**src/rtl/hazard_ctrl_pkg.sv**
```systemverilog
// Shared pipeline definitions for the hazard controller: the state type, the field widths and the load-use rule.
package hazard_ctrl_pkg;

  localparam int unsigned REG_W  = 5;
  localparam int unsigned CNT_W  = 16;
  localparam int unsigned WAIT_W = 8;

  typedef enum logic [1:0] {
    ST_RUN      = 2'd0,
    ST_MEM_WAIT = 2'd1
  } hz_state_e;

  function automatic logic load_use_hazard(
    input logic             ex_mem_rd,
    input logic [REG_W-1:0] ex_rt,
    input logic [REG_W-1:0] id_rs,
    input logic [REG_W-1:0] id_rt,
    input logic             id_uses_rt
  );
    return ex_mem_rd && (ex_rt != '0) &&
           ((ex_rt == id_rs) || (id_uses_rt && (ex_rt == id_rt)));
  endfunction

endpackage

```
**src/rtl/hazard_ctrl_if.sv**
```systemverilog
// Pipeline-to-hazard-controller signal bundle. The master is the pipeline, and the slave is hazard_ctrl.
interface hazard_ctrl_if;
  import hazard_ctrl_pkg::*;

  logic [REG_W-1:0] ID_rs;
  logic [REG_W-1:0] ID_rt;
  logic             ID_uses_rt;
  logic [REG_W-1:0] EX_rt;
  logic             EX_Mem_rd;
  logic             EX_Branch_taken;
  logic             ID_Jump;
  logic             MEM_busy;

  logic             PC_stall;
  logic             IF_ID_stall;
  logic             ID_EX_stall;
  logic             EX_MEM_stall;
  logic             IF_ID_flush;
  logic             ID_EX_flush;
  logic [CNT_W-1:0] stall_cnt;
  logic [CNT_W-1:0] flush_cnt;
  logic             mem_timeout;

  modport master (
    output ID_rs, ID_rt, ID_uses_rt, EX_rt, EX_Mem_rd, EX_Branch_taken, ID_Jump, MEM_busy,
    input  PC_stall, IF_ID_stall, ID_EX_stall, EX_MEM_stall, IF_ID_flush, ID_EX_flush,
    input  stall_cnt, flush_cnt, mem_timeout
  );

  modport slave (
    input  ID_rs, ID_rt, ID_uses_rt, EX_rt, EX_Mem_rd, EX_Branch_taken, ID_Jump, MEM_busy,
    output PC_stall, IF_ID_stall, ID_EX_stall, EX_MEM_stall, IF_ID_flush, ID_EX_flush,
    output stall_cnt, flush_cnt, mem_timeout
  );

endinterface

```
**src/rtl/hazard_sat_cnt.sv**
```systemverilog
// Event counter that counts up by one when enabled and holds at all-ones instead of wrapping.
module hazard_sat_cnt #(
  parameter int unsigned WIDTH = 16
) (
  input  logic             clk,
  input  logic             rst_n,
  input  logic             i_en,
  output logic [WIDTH-1:0] o_cnt
);

  logic [WIDTH-1:0] r_cnt;

  always_ff @(posedge clk or negedge rst_n) begin
    if (!rst_n) begin
      r_cnt <= '0;
    end else if (i_en && (r_cnt != '1)) begin
      r_cnt <= r_cnt + 1'b1;
    end
  end

  assign o_cnt = r_cnt;

endmodule

```
**src/rtl/hazard_ctrl.sv**
```systemverilog
// Pipeline hazard controller. It produces combinational stall and flush controls, uses a memory-wait FSM
// with a watchdog, and keeps saturating event counters.
module hazard_ctrl
  import hazard_ctrl_pkg::*;
#(
  parameter int unsigned MEM_TIMEOUT = 255
) (
  input  logic          clk,
  input  logic          reset,
  hazard_ctrl_if.slave  hz
);

  localparam logic [WAIT_W-1:0] LP_WAIT_LAST = WAIT_W'(MEM_TIMEOUT - 1);

  hz_state_e         r_state;
  hz_state_e         w_next;
  logic [WAIT_W-1:0] r_wait_cnt;
  logic              r_timeout;
  logic              w_fire;
  logic              w_load_use;
  logic              w_pc_stall, w_ifid_stall, w_idex_stall, w_exmem_stall;
  logic              w_ifid_flush, w_idex_flush;
  logic [CNT_W-1:0]  w_stall_cnt, w_flush_cnt;

  assign w_load_use = load_use_hazard(hz.EX_Mem_rd, hz.EX_rt, hz.ID_rs, hz.ID_rt, hz.ID_uses_rt);

  always_ff @(posedge clk or negedge reset) begin
    if (!reset) begin
      r_state <= ST_RUN;
    end else begin
      r_state <= w_next;
    end
  end

  always_comb begin
    w_next = r_state;
    w_fire = 1'b0;
    case (r_state)
      ST_RUN: begin
        if (hz.MEM_busy) w_next = ST_MEM_WAIT;
      end
      ST_MEM_WAIT: begin
        if (!hz.MEM_busy) begin
          w_next = ST_RUN;
        end else if (r_wait_cnt == LP_WAIT_LAST) begin
          w_next = ST_RUN;
          w_fire = 1'b1;
        end
      end
      default: w_next = ST_RUN;
    endcase
  end

  // Outputs are gated by reset so that the pipeline sees no stall or flush while the controller is held in reset.
  always_comb begin
    w_pc_stall    = 1'b0;
    w_ifid_stall  = 1'b0;
    w_idex_stall  = 1'b0;
    w_exmem_stall = 1'b0;
    w_ifid_flush  = 1'b0;
    w_idex_flush  = 1'b0;
    if (reset) begin
      if ((r_state == ST_MEM_WAIT) || hz.MEM_busy) begin
        w_pc_stall    = 1'b1;
        w_ifid_stall  = 1'b1;
        w_idex_stall  = 1'b1;
        w_exmem_stall = 1'b1;
      end else if (hz.EX_Branch_taken) begin
        w_ifid_flush = 1'b1;
        w_idex_flush = 1'b1;
      end else if (w_load_use) begin
        w_pc_stall   = 1'b1;
        w_ifid_stall = 1'b1;
        w_idex_flush = 1'b1;
      end else if (hz.ID_Jump) begin
        w_ifid_flush = 1'b1;
      end
    end
  end

  // Holding the counter at zero throughout RUN guarantees that it starts from zero on every entry to MEM_WAIT.
  always_ff @(posedge clk or negedge reset) begin
    if (!reset) begin
      r_wait_cnt <= '0;
    end else if (r_state == ST_RUN) begin
      r_wait_cnt <= '0;
    end else begin
      r_wait_cnt <= r_wait_cnt + 1'b1;
    end
  end

  always_ff @(posedge clk or negedge reset) begin
    if (!reset) begin
      r_timeout <= 1'b0;
    end else if (w_fire) begin
      r_timeout <= 1'b1;
    end
  end

  hazard_sat_cnt #(.WIDTH(CNT_W)) u_stall_cnt (
    .clk   (clk),
    .rst_n (reset),
    .i_en  (w_pc_stall),
    .o_cnt (w_stall_cnt)
  );

  hazard_sat_cnt #(.WIDTH(CNT_W)) u_flush_cnt (
    .clk   (clk),
    .rst_n (reset),
    .i_en  (w_ifid_flush | w_idex_flush),
    .o_cnt (w_flush_cnt)
  );

  assign hz.PC_stall     = w_pc_stall;
  assign hz.IF_ID_stall  = w_ifid_stall;
  assign hz.ID_EX_stall  = w_idex_stall;
  assign hz.EX_MEM_stall = w_exmem_stall;
  assign hz.IF_ID_flush  = w_ifid_flush;
  assign hz.ID_EX_flush  = w_idex_flush;
  assign hz.stall_cnt    = w_stall_cnt;
  assign hz.flush_cnt    = w_flush_cnt;
  assign hz.mem_timeout  = r_timeout;

endmodule

```
**src/flat_wrapper.sv**
```systemverilog
// flat-port wrapper written by rule: the top's interface ports become plain ports
module hazard_ctrl_flat import hazard_ctrl_pkg::*;
#(
  parameter int unsigned MEM_TIMEOUT = 255
)
  (clk, reset, hz_ID_rs, hz_ID_rt, hz_ID_uses_rt, hz_EX_rt, hz_EX_Mem_rd, hz_EX_Branch_taken, hz_ID_Jump, hz_MEM_busy, hz_PC_stall, hz_IF_ID_stall, hz_ID_EX_stall, hz_EX_MEM_stall, hz_IF_ID_flush, hz_ID_EX_flush, hz_stall_cnt, hz_flush_cnt, hz_mem_timeout);
  hazard_ctrl_if hz_i ();
  input  logic clk;
  input  logic reset;
  input wire logic [$bits(hz_i.ID_rs)-1:0] hz_ID_rs;
  input wire logic [$bits(hz_i.ID_rt)-1:0] hz_ID_rt;
  input wire logic [$bits(hz_i.ID_uses_rt)-1:0] hz_ID_uses_rt;
  input wire logic [$bits(hz_i.EX_rt)-1:0] hz_EX_rt;
  input wire logic [$bits(hz_i.EX_Mem_rd)-1:0] hz_EX_Mem_rd;
  input wire logic [$bits(hz_i.EX_Branch_taken)-1:0] hz_EX_Branch_taken;
  input wire logic [$bits(hz_i.ID_Jump)-1:0] hz_ID_Jump;
  input wire logic [$bits(hz_i.MEM_busy)-1:0] hz_MEM_busy;
  output wire logic [$bits(hz_i.PC_stall)-1:0] hz_PC_stall;
  output wire logic [$bits(hz_i.IF_ID_stall)-1:0] hz_IF_ID_stall;
  output wire logic [$bits(hz_i.ID_EX_stall)-1:0] hz_ID_EX_stall;
  output wire logic [$bits(hz_i.EX_MEM_stall)-1:0] hz_EX_MEM_stall;
  output wire logic [$bits(hz_i.IF_ID_flush)-1:0] hz_IF_ID_flush;
  output wire logic [$bits(hz_i.ID_EX_flush)-1:0] hz_ID_EX_flush;
  output wire logic [$bits(hz_i.stall_cnt)-1:0] hz_stall_cnt;
  output wire logic [$bits(hz_i.flush_cnt)-1:0] hz_flush_cnt;
  output wire logic [$bits(hz_i.mem_timeout)-1:0] hz_mem_timeout;
  assign hz_i.ID_rs = hz_ID_rs;
  assign hz_i.ID_rt = hz_ID_rt;
  assign hz_i.ID_uses_rt = hz_ID_uses_rt;
  assign hz_i.EX_rt = hz_EX_rt;
  assign hz_i.EX_Mem_rd = hz_EX_Mem_rd;
  assign hz_i.EX_Branch_taken = hz_EX_Branch_taken;
  assign hz_i.ID_Jump = hz_ID_Jump;
  assign hz_i.MEM_busy = hz_MEM_busy;
  assign hz_PC_stall = hz_i.PC_stall;
  assign hz_IF_ID_stall = hz_i.IF_ID_stall;
  assign hz_ID_EX_stall = hz_i.ID_EX_stall;
  assign hz_EX_MEM_stall = hz_i.EX_MEM_stall;
  assign hz_IF_ID_flush = hz_i.IF_ID_flush;
  assign hz_ID_EX_flush = hz_i.ID_EX_flush;
  assign hz_stall_cnt = hz_i.stall_cnt;
  assign hz_flush_cnt = hz_i.flush_cnt;
  assign hz_mem_timeout = hz_i.mem_timeout;
  hazard_ctrl #(.MEM_TIMEOUT(MEM_TIMEOUT)) u_core (.clk(clk), .reset(reset), .hz(hz_i));
endmodule
```
**config.mk**
```make
export PLATFORM = sky130hd
export DESIGN_NAME = hazard_ctrl_flat
export DESIGN_NICKNAME = d
export VERILOG_FILES = /design/src/rtl/hazard_ctrl_pkg.sv /design/src/rtl/hazard_ctrl_if.sv /design/src/rtl/hazard_sat_cnt.sv /design/src/rtl/hazard_ctrl.sv /design/src/flat_wrapper.sv
export SDC_FILE = /design/constraint.sdc
export NUM_CORES = 1
export LEC_CHECK = 0
export BUFFER_PORTS_ARGS = -buffer_cell sky130_fd_sc_hd__buf_2
export CORE_UTILIZATION = 26
export CTS_BUF_LIST = sky130_fd_sc_hd__clkbuf_4 sky130_fd_sc_hd__clkbuf_8 sky130_fd_sc_hd__clkbuf_16
export CTS_CLUSTER_DIAMETER = 80
export DETAILED_ROUTE_END_ITERATION = 16
export HOLD_SLACK_MARGIN = 0.06
export PLACE_DENSITY_LB_ADDON = 0.15
export SYNTH_ARGS = -nofsm -noshare
export SYNTH_HDL_FRONTEND = slang
export SYNTH_HIERARCHICAL = 1
export SYNTH_SLANG_ARGS = --single-unit
export TNS_END_PERCENT = 1
```
**constraint.sdc**
```tcl
create_clock -name clk -period 2.2 [get_ports clk]
set_input_delay 0.33 -clock clk [delete_from_list [all_inputs] [get_ports clk]]
set_output_delay 0.33 -clock clk [all_outputs]
set_load 0.02 [all_outputs]
```
[Word level (Yosys, flattened, before mapping)]
Cells that the tools add are included.
W data, S select, Z words.
Word-level totals
  register bits: 43
  input bits: 22
Cells by class
  add/subtract/negate cells: 3
  equal/unequal tests: 8
  muxes and demuxes: 22
  bitwise operators: 1
  reduce and logical (&&, ||, !) cells: 10
Operator list (count)
  $add A16 B1 Y16 const B: 2
  $ne A16 B16 Y1 const B: 2
  $mux W1: 17
  $eq A5 B5 Y1: 2
  $add A8 B1 Y8 const B: 1
  $eq A8 B8 Y1 const B: 1
  $mux W8: 1
  $mux W2: 3
  $logic_and A1 B1 Y1: 5
  $reduce_bool A5 Y1: 1
  $pmux W2 S2: 1
  $ne A3 B2 Y1 const B: 1
  $eq A2 B1 Y1 const B: 1
  $logic_not A2 Y1: 1
  $logic_or A1 B1 Y1: 2
  $ne A2 B2 Y1 const B: 1
  $reduce_and A2 Y1: 1
  $or A1 B1 Y1: 1

[Depth between registers and ports, before layout]
Gate-level depths: netlist of the first run.
  depth after elaboration: 10
  gate-level depth with buffers: 8
  mapped depth without buffers: 8

[By module]
The synthesis of the first run kept the hierarchy.
By module, submodules not included
  hazard_sat_cnt: times used 2, cells each 72, area each 859.6 µm², seq. area each 400.4 µm²
  hazard_ctrl: times used 1, cells each 70, area each 669.4 µm², seq. area each 250.2 µm²

[Worst setup path after synthesis of the first run]
Ideal clock, no wire load.
  path type: input to register
  start point: in hz_EX_rt[3]
  end point: reg u_core.u_stall_cnt.r_cnt[14], in the netlist u_core/u_stall_cnt/o_cnt[14]
  library setup time: 0.132 ns
  data arrival time: 3.140 ns
  data required time: 2.068 ns
  path slack: -1.071 ns
  stages: 8
  buffers on the path: 0
  cells stage by stage: xor2_1 -> nor4_2 -> a32oi_1 -> o41ai_1 -> nand2_1 -> nor4_4 -> nand4_1 -> xnor2_1
On the way
  longest elaborated chain between the ends: 9
Ends and longest elaborated chain
  start: declaration: RTL line flat_wrapper.sv:13  | input wire logic [$bits(hz_i.EX_rt)-1:0] hz_EX_rt;
  $eq A5 B5 Y1: RTL line hazard_ctrl_pkg.sv:21  | ((ex_rt == id_rs) || (id_uses_rt && (ex_rt == id_rt)));
  $logic_and A1 B1 Y1: RTL line hazard_ctrl_pkg.sv:21
  $logic_or A1 B1 Y1: RTL line hazard_ctrl_pkg.sv:21
  $logic_and A1 B1 Y1 *: RTL line hazard_ctrl_pkg.sv:20  | return ex_mem_rd && (ex_rt != '0) &&
  $mux W1 * (4 in a row)
  via hz_IF_ID_stall: RTL line flat_wrapper.sv:19  | output wire logic [$bits(hz_i.IF_ID_stall)-1:0] hz_IF_ID_stall;
  $logic_and A1 B1 Y1 *: RTL line hazard_sat_cnt.sv:16  | end else if (i_en && (r_cnt != '1)) begin
  end signal: assignment: RTL line hazard_sat_cnt.sv:17  | r_cnt <= r_cnt + 1'b1;
  end: declaration: RTL line hazard_sat_cnt.sv:11  | logic [WIDTH-1:0] r_cnt;
Mark *: on every way through the listed nets, which the timed path passes. The rest lies on a longest branch.
A chain may end at the register's enable or synchronous reset.

[Final worst setup path of the first run]
  start point: in hz_EX_rt[1]
  end point: reg u_core.u_stall_cnt.r_cnt[15], in the netlist u_core/u_stall_cnt/o_cnt[15]
On the way
  longest elaborated chain between the ends: 9
Ends and longest elaborated chain
  $eq A5 B5 Y1: RTL line hazard_ctrl_pkg.sv:21
  $logic_and A1 B1 Y1: RTL line hazard_ctrl_pkg.sv:21
  $logic_or A1 B1 Y1: RTL line hazard_ctrl_pkg.sv:21
  $logic_and A1 B1 Y1 *: RTL line hazard_ctrl_pkg.sv:20
  $mux W1 *: RTL line hazard_ctrl.sv:71  | end else if (w_load_use) begin
  $mux W1 *: RTL line hazard_ctrl.sv:68  | end else if (hz.EX_Branch_taken) begin
  $mux W1 *: RTL line hazard_ctrl.sv:63  | if ((r_state == ST_MEM_WAIT) || hz.MEM_busy) begin
  $mux W1 *: RTL line hazard_ctrl.sv:62  | if (reset) begin
  $logic_and A1 B1 Y1 *: RTL line hazard_sat_cnt.sv:16
Mark *: on every way between the ends. The rest lies on a longest branch, timed or not.

==> results of run 1 <==
==> cells in the mapped netlist, types with 3 or more instances <==
library cell,instances,area share
a21oi_1,6,0.013
a31oi_1,6,0.016
a32oi_1,3,0.011
and2_1,6,0.016
and3_1,5,0.013
and4_1,3,0.011
dfrtp_1,42,0.44
ha_1,4,0.021
inv_1,3,0.0047
nand2_1,11,0.017
nand3_1,14,0.029
nand4_1,17,0.045
nor2_1,6,0.0094
nor2b_1,3,0.0079
nor4_4,4,0.036
o21a_1,10,0.031
o21ai_0,6,0.013
xnor2_1,16,0.059
xor2_1,14,0.051
==> how the worst min path moves through the flow <==
| stage | end | cells after the start |
|---|---|---|
| after floorplan | u_core/hz.mem_timeout$_DFFE_PN0P_ | 0 |
| after global placement | u_core/hz.mem_timeout$_DFFE_PN0P_ | 1 |
| after detailed placement | u_core/hz.mem_timeout$_DFFE_PN0P_ | 1 |
| after CTS | u_core/u_flush_cnt/o_cnt[5]$_DFFE_PN0P_ | 2 |
| after global routing | u_core/r_state[0]$_DFFE_PN0P_ | 2 |
| final | u_core/u_flush_cnt/o_cnt[3]$_DFFE_PN0P_ | 2 |
==> per-layer routing <==
layer	up-vias	part of all wire
met5	-	0
met4	0	0.0086
met3	4	0.047
met2	58	0.46
met1	942	0.49
li1	987	-
==> report_power, final <==
part	switching (W)	leakage, nW	total [W]	internal [W]
Sequential	0.000165	0.565	0.00103	0.000863
Clock	0.000263	0.0517	0.000529	0.000266
Combinational	0.000319	0.906	0.000540	0.000221
Total	0.000747	1.52	0.00210	0.00135
==> worst max-delay path, cell delays in order <==
cell and delay (ps):
buf_6 100, xor2_1 160, nor4_2 310, a32oi_2 190, o41ai_4 340, buf_4 190, nand4_1 130, nor4_4 240
and4b_1 240, a21oi_1 60
==> sequential cells by signal (all words and copies together), names as in the netlist <==
name                      cells
u_core/hz.mem_timeout         1
u_core/u_stall_cnt/o_cnt     16
u_core/u_flush_cnt/o_cnt     16
u_core/r_wait_cnt             8
u_core/r_state                1
==> repair_timing <==
action	4_1_cts	5_1_grt
gates resized for setup	6	2
setup endpoints to repair	2	16
setup buffers	4	0
pin swaps	3	1
==> cell families after synthesis <==
kind of cell	Yosys count	share of synthesized area
multiplexers	2	0.00943
AO/OA/AOI/OAI	39	0.122
adder cells (fa/ha/maj)	4	0.0210
buffers and inverters	6	0.0126
flip-flops	42	0.440
AND/OR/NAND/NOR	91	0.285
XOR/XNOR	30	0.110
==> through the flow <==
step,utilization,instances,total power [W],hold slack [ps]
floorplan,-,214,0.00132,34.4
global placement,0.337,398,0.00157,457
detailed placement,0.337,398,0.00157,453
CTS,0.354,410,0.00214,171
global route,0.355,410,0.00223,201
finish,0.355,410,0.00210,146
==> layout make-up <==
cell class / count / area, sq um / area share
Multi-Input combinational cell: 166 / 1350 / 0.430
Sequential cell: 42 / 1050 / 0.336
Clock inverter: 1 / 5.00 / 0.00160
Inverter: 3 / 11.3 / 0.00360
Clock buffer: 7 / 90.1 / 0.0288
Timing Repair Buffer: 83 / 488 / 0.156
Tap cell: 108 / 135 / 0.0432
==> impl_metrics.toml, run 1 <==
[outcome]
status = "complete, but fails checks"
violations = "DRC"

[clock_network]
numClockSinks = 42
path_clk_slew_ps = 80
cts_tree = "yes"
htreeDepth = 2
cts_root_buf = "clkbuf_8"
clk_latency_ps = 290
ctsHoldBuffers = 0
clock_path_buffers = 2
cts_buffers = 5

[floorplan]
fp.dieW_um = 97.8
initial_core_util = 0.271
ios = 61
die_y_um = 97.8
die_area_sq_um = 9570
core_sq_um = 8810
rows = 34

[placed_design]
io_buffers = 60
dp_hpwl_um = 4350
dpl_cell_area_sq_um = 2970
gp_congestion = 0.748
place_ws_ps = -274

[power_and_ir_drop]
cellPowerDensity_nw_per_um2 = 671
peakVddDrop_v = 0.000292
p_leak_nw = 1.52

[sta]
fin_skew_ps = 7.64
hold_viol_final = 0
rsz0062_at_grt = "yes"
fin_crit_ps = 2130
fin_ws_ps = 68.8
fmax_ghz = 0.469
max_slew_margin = 0.626
setup-tns-final_ps = 0
finalCritPeriodShare = 0.969
setup-violations-final = 0
maxSlewViolCount = 0
max_slew.worst_pin.slew_ps = 561

[yosys]
async_reset_ff_frac = 1.00
synth_fp_nets = 240
yosysUniqueCellTypes = 40
yosysWarnings = 6
synth-seq-cells = 42
synth_edf_count = 0
synth-main-ff-cell = "dfrtp_1"
avgSynthCellArea_sq_um = 11.2
yosysSeqAreaShare = 0.440
syn_inst = 214
syn_area_sq_um = 2390

[routing]
vias = 1991
drt_iter0_markers = 78
drc = 11
ant_nets = 0
vias_per_cell = 4.86
wirelength_um = 5790
dr.pass1.iters = 10
wl_per_cell_um = 14.1

[worst_hold_path]
hp-class = "in2async"

[flow_run]
maxCapViolations = 0

[grt]
grtUsageMet3 = 0.0243
grt_pass1_vias = 2003
gr-usage-all-layers = 0.123
grt_start_max_net_pins = 43
antenna_found_initial = 0
busiest_layer = "met2"
grt_remaining_overflow = 0
met1_usage = 0.173
grt_util_met2 = 0.193
grt_pass1_wl_um = 9670

[finish]
nFillCells = 901
areaGrowthSynthToFinish_pct = 30.9
drive_above_1_share = 0.387
design_area_sq_um = 3130
nNetsFinal = 327
n_antenna_cell = 0
final_cell_mix = "buf_2, dfrtp_1, buf_4, nand4_1, xnor2_1"
final_common_cell = "buf_2"

[setup_path]
worstSetupPathType = "in2reg"
endpoint = "u_core/u_stall_cnt/o_cnt[15]$_DFFE_PN0P_"
end_kind = "register"
r2r_slack_ps = 170
critPathArrivalTime_ps = 2300
regToRegStartpoint = "u_core/r_state[0]$_DFFE_PN0P_"
startpoint_type = "input pin"
ff2ff_path_depth = 7
worstPathRequired_ps = 2370
crit_start = "hz_EX_rt[1]"
regToRegEndpoint = "u_core/u_flush_cnt/o_cnt[15]$_DFFE_PN0P_"
cp_max_fo = 4
No activity file was read; power rests on OpenSTA's default activity.
==> inputs of run 2 (changes only) <==
--- a/config.mk
+++ b/config.mk
@@ -12,6 +12,7 @@
 export DETAILED_ROUTE_END_ITERATION = 16
 export HOLD_SLACK_MARGIN = 0.06
 export PLACE_DENSITY_LB_ADDON = 0.15
+export SETUP_SLACK_MARGIN = 0.5
 export SYNTH_ARGS = -nofsm -noshare
 export SYNTH_HDL_FRONTEND = slang
 export SYNTH_HIERARCHICAL = 1
==> run 2 against run 1 <==
  * The flow still finishes with violations (DRC)
  * Critical path depth decreased by 2
  * Clock power barely moved
  * Combinational power grew 14%
  * Highest routed layer unchanged
  * First-iteration DRC count grew 26%
  * Clock skew about the same
  * Routed wire length rose by 3.3%
  * Via count grew 1.2%
  * Die area unchanged
  * Flip-flop and latch count stayed put
  * Sequential share of layout area decreased by 1.6 points
  * Sequential power hardly changed
  * Largest power group unchanged
==> impl_metrics.toml, run 2 (synthesized netlist as in run 1, its figures left out) <==
[outcome]
status = "complete, but fails checks"
violations = "DRC"

[setup_path]
critPathSlowestCell = "o41ai_4"
crit_buf_inv = 4
critPathTopFamily = "compound AO/OA/AOI/OAI gates"
end_kind = "primary output"
critPathArrivalTime_ps = 1800
crit_top_cell = "buf_6"
worstPathRequired_ps = 1870
cp_slowest_stage_delay_ps = 330
worstSetupPathType = "in2out"
startpoint_type = "input pin"
worstPathCellList = "buf_6, xor2_1, nor4_2, a32oi_2, o41ai_4, buf_4, buf_6, buf_6"
cp_max_fo = 3

[sta]
max_slew.worst_pin.slew_ps = 557
maxSlewViolCount = 0
rsz0062_at_grt = "yes"
max_slew_margin = 0.628
fin_crit_ps = 2130
fin_skew_ps = 7.44
setup-violations-final = 0
fmax_ghz = 0.469
fin_ws_ps = 66.1
finalCritPeriodShare = 0.970
hold_viol_final = 0
setup-tns-final_ps = 0

[placed_design]
place_ws_ps = -274
dpl_cell_area_sq_um = 2970
gp_congestion = 0.748
io_buffers = 60
dp_hpwl_um = 4350

[routing]
drc = 11
vias = 2014
dr.pass1.iters = 10
wl_per_cell_um = 14.6
vias_per_cell = 4.90
drt_iter0_markers = 98
wirelength_um = 5980
ant_nets = 0

[finish]
areaGrowthSynthToFinish_pct = 37.2
n_antenna_cell = 0
final_core_util = 0.372
final_cell_mix = "buf_2, dfrtp_1, nand4_1, buf_4, xnor2_1"
design_area_sq_um = 3280
drive_above_1_share = 0.439
nNetsFinal = 328
final_common_cell = "buf_2"

[floorplan]
fp.dieW_um = 97.8
core_sq_um = 8810
rows = 34
ios = 61
die_y_um = 97.8
initial_core_util = 0.271
die_area_sq_um = 9570

[grt]
grt_pass1_vias = 2047
grt_start_max_net_pins = 43
grt_remaining_overflow = 0
grt_pass1_wl_um = 9920
antenna_found_initial = 0
gr-usage-all-layers = 0.127

[clock_network]
ctsHoldBuffers = 0
path_clk_slew_ps = 80
clock_path_buffers = 2
numClockSinks = 42
cts_tree = "yes"
htreeDepth = 2
clk_latency_ps = 290
cts_buffers = 5
cts_root_buf = "clkbuf_8"

[power_and_ir_drop]
p_total_w = 0.00218
p_leak_nw = 1.56
peakVddDrop_v = 0.000331
cellPowerDensity_nw_per_um2 = 667

[flow_run]
maxCapViolations = 0

[worst_hold_path]
hp-class = "in2async"
-- run 2: changes by cell type in the layout (fill, tap and decap cells not counted), moves of 3 or more --
cell	previous run	this run
o21ai_1	1	4
buf_4	24	16
buf_6	2	14
o21ai_0	5	0
buf_2	57	54
a21oi_1	6	3
nand2_1	11	8
-- run 2: path summary, 6_finish.rpt --
kind                                              startpoint                                       end  slack, ps  cells past startpoint
min in group clk                                 hz_MEM_busy         u_core/hz.mem_timeout$_DFFE_PN0P_        390                      3
max in group asynchronous                              reset            u_core/r_wait_cnt[0]$_DFF_PN0_       1670                      2
setup reg to reg               u_core/r_state[0]$_DFFE_PN0P_  u_core/u_flush_cnt/o_cnt[14]$_DFFE_PN0P_         80                      7
setup / recovery                                 hz_EX_rt[1]                            hz_IF_ID_stall         70                      8
hold / removal                                         reset   u_core/u_flush_cnt/o_cnt[3]$_DFFE_PN0P_        150                      2
hold reg to reg            u_core/hz.mem_timeout$_DFFE_PN0P_         u_core/hz.mem_timeout$_DFFE_PN0P_        470                      1
-- run 2: cell type report --
class,count,area (sq um)
well taps,108,135
clock inverters,1,5.00
flip-flops and latches,42,1050
inverters,3,11.3
clock buffers,7,90.1
repair buffers,84,548
multi-input cells,166,1440
fillers,893,5530
-- run 2: stage by stage --
| step | hold WS [ps] | instances |
|---|---|---|
| after floorplan | 34.4 | 214 |
| final | 146 | 411 |
| after global placement | 457 | 398 |
| after CTS | 173 | 410 |
| after detailed placement | 453 | 398 |
| after global routing | 202 | 411 |
-- run 2: report_power, final --
group,switching (W),internal [W]
clock network,0.000265,0.000266
logic,0.000349,0.000265
registers,0.000177,0.000863
total,0.000791,0.00139
-- run 2: repair_timing --
item | CTS | global route
resized for setup | 46 | 4
setup endpoints to repair | 38 | 38
setup buffers | 4 | 1
pin swaps | 19 | 15
-- run 2: worst reg2reg max path: cells and delay by family, from the launching register on --
family / cells / cell delay, ps
buffers and inverters: 1 / 150
flip-flops: 1 / 390
AO/OA/AOI/OAI: 1 / 170
AND/OR/NAND/NOR: 4 / 1150
XOR/XNOR: 1 / 150
-- run 2: per-layer routing --
| layer | vias up | global-route usage | routed length (um) |
|---|---|---|---|
| met3 | 4 | 0.0243 | 241 |
| li1 | 989 | - | - |
| met1 | 968 | 0.176 | 2890 |
| met5 | - | 0 | 0 |
| met2 | 53 | 0.201 | 2800 |
| met4 | 0 | 0.0361 | 50 |
==> inputs of run 3 (changes only) <==
--- a/config.mk
+++ b/config.mk
@@ -5,6 +5,7 @@
 export SDC_FILE = /design/constraint.sdc
 export NUM_CORES = 1
 export LEC_CHECK = 0
+export ABC_AREA = 1
 export BUFFER_PORTS_ARGS = -buffer_cell sky130_fd_sc_hd__buf_2
 export CORE_UTILIZATION = 26
 export CTS_BUF_LIST = sky130_fd_sc_hd__clkbuf_4 sky130_fd_sc_hd__clkbuf_8 sky130_fd_sc_hd__clkbuf_16
==> run 3 against run 2 <==
  * The flow now finishes without violations
  * Clock power up 3%
  * Critical path type is now reg2out
  * Flip-flop and latch count unchanged
  * Die area up 21%
  * Global-route usage up 0.85 points
  * Highest routed layer unchanged
  * Synthesized cell count up 95%
  * First-iteration DRC count down 18%
==> impl_metrics.toml, run 3 <==
[grt]
grt_start_max_net_pins = 25
grt_pass1_vias = 2571
grt_pass1_wl_um = 12300
grt_remaining_overflow = 0
antenna_found_initial = 0
gr-usage-all-layers = 0.136

[floorplan]
core_sq_um = 10800
ios = 61
initial_core_util = 0.267
fp.dieW_um = 107
rows = 38
die_y_um = 107
die_area_sq_um = 11500

[power_and_ir_drop]
cellPowerDensity_nw_per_um2 = 657
p_leak_nw = 1.78
peakVddDrop_v = 0.000333

[routing]
ant_nets = 0
wl_met2_um = 3490
wirelength_um = 7380
drc = 0
m1WireLength_um = 3490
top_layer = "met4"
dr.pass1.iters = 5
wl_met3_um = 313
vias_per_cell = 4.39
vias = 2750
drt_iter0_markers = 80
wl_per_cell_um = 11.8

[yosys]
yosysTopAreaCellShare = 0.364
synth_edf_count = 0
avgSynthCellArea_sq_um = 6.93
async_reset_ff_frac = 1.00
synth-main-ff-cell = "dfrtp_1"
synth_fp_nets = 443
yosysWarnings = 6
yosysUniqueCellTypes = 26
netlist_top_cells_area = "dfrtp_1, nand2_1, inv_1"
yosysSeqAreaShare = 0.364
yosysTopAreaCell = "dfrtp_1"
synth_most_common_cell = "nand2_1"
synth.top_cells.by_count = "nand2_1, inv_1, dfrtp_1"
syn_inst = 417
syn_area_sq_um = 2890
synth-seq-cells = 42

[finish]
final_cell_mix = "nand2_1, buf_2, inv_1, nor2_1, dfrtp_1"
final_core_util = 0.325
areaGrowthSynthToFinish_pct = 21.9
nFillCells = 1220
n_antenna_cell = 0
final_common_cell = "nand2_1"
nNetsFinal = 511
final_cells = 626
drive_above_1_share = 0.253

[sta]
setup-violations-final = 0
maxSlewViolCount = 0
setup-tns-final_ps = 0
finalCritPeriodShare = 0.749
fin_ws_ps = 553
fmax_ghz = 0.607
max_slew.worst_pin.slew_ps = 371
max_slew_margin = 0.752
rsz0062_at_grt = "yes"
fin_crit_ps = 1650
hold_ws_ps = 87.6
fin_skew_ps = 4.09
hold_viol_final = 0

[setup_path]
critPathArrivalTime_ps = 1320
worstSetupPathType = "reg2out"
startpoint_type = "register"
worstPathRequired_ps = 1870
cp_max_fo = 3
end_kind = "primary output"

[clock_network]
cts_tree = "yes"
clock_path_buffers = 2
clk_latency_ps = 300
path_clk_slew_ps = 90
htreeDepth = 2
numClockSinks = 42
cts_root_buf = "clkbuf_8"
cts_buffers = 5

[outcome]
status = "complete, no violations"

[flow_run]
maxCapViolations = 0

[placed_design]
io_buffers = 60
place_ws_ps = 277
dp_cells = 613
dp_hpwl_um = 5580
gp_congestion = 0.810

[worst_hold_path]
hp-class = "in2async"
## run 3: cell count changes after synthesis, sizes merged, moves of 10 or more
cell | before | now
nor2 | 8 | 56
o21a | 10 | 0
inv | 3 | 52
nand2 | 11 | 176
xor2 | 14 | 2
o21ai | 7 | 23
## run 3: final cells by class
type	count	area [sq um]	share of cell area
clock buffer	6	82.6	0.0234
clock inverter	2	12.5	0.00355
inverter	52	195	0.0554
multi-input combinational	317	1620	0.459
sequential	42	1050	0.299
tap	140	175	0.0497
timing repair buffer	67	388	0.110
## run 3: routing by layer
metal / vias up / global-route usage
li1: 1431 / -
met1: 1259 / 0.176
met2: 50 / 0.228
met3: 10 / 0.0260
met4: 0 / 0.0391
met5: - / 0
## run 3: where the power goes
group	switching (W)	leakage [nW]	internal, W
sequential	0.000171	0.536	0.000882
clock	0.000295	0.0472	0.000253
combinational	0.000451	1.20	0.000264
## run 3: worst max-delay path, cell delays in order (launching register included)
cell and delay, ps:
dfrtp_2 440, nor3_4 150, o21ai_2 90, o21bai_1 160, inv_1 50, buf_4 130
## run 3: final timing paths
kind                                                         start                                       end  slack [ps]  cells past startpoint
setup / recovery                     u_core/r_state[0]$_DFFE_PN0P_                            hz_IF_ID_flush         550                      5
hold / removal                                               reset  u_core/u_stall_cnt/o_cnt[14]$_DFFE_PN0P_          90                      2
setup reg to reg           u_core/u_stall_cnt/o_cnt[0]$_DFFE_PN0P_   u_core/u_stall_cnt/o_cnt[9]$_DFFE_PN0P_         570                      9
hold reg to reg                     u_core/r_wait_cnt[3]$_DFF_PN0_            u_core/r_wait_cnt[4]$_DFF_PN0_         490                      1
max in group asynchronous                                    reset             u_core/r_state[0]$_DFFE_PN0P_        1360                      3
min in group clk                                       hz_MEM_busy             u_core/r_state[0]$_DFFE_PN0P_         290                      3
## run 3: logic make-up after synthesis
| kind of cell | after synthesis | synth area share |
|---|---|---|
| buffers and inverters | 58 | 0.0883 |
| DFF | 42 | 0.364 |
| AOI/OAI and AO/OA | 29 | 0.0589 |
| xor gates and xnor gates | 13 | 0.0394 |
| and+or+nand+nor | 271 | 0.432 |
| adders and majority gates | 4 | 0.0173 |
## run 3: stage by stage
stage                     power [W]  instance area [sq um]
final                       0.00232                   3520
after global routing        0.00249                   3520
after CTS                   0.00235                   3450
after detailed placement    0.00177                   3320
after global placement      0.00176                   3320
after floorplan             0.00152                   2890
## run 3: what timing repair did
item | CTS | global route
hold buffers | 1 | 0
resized for setup | 6 | 7
endpoints found under the setup margin | 30 | 34
pin swaps | 0 | 4
endpoints found under the hold margin | 18 | 0
gates cloned | 0 | 0
buffers inserted | 1 | 3
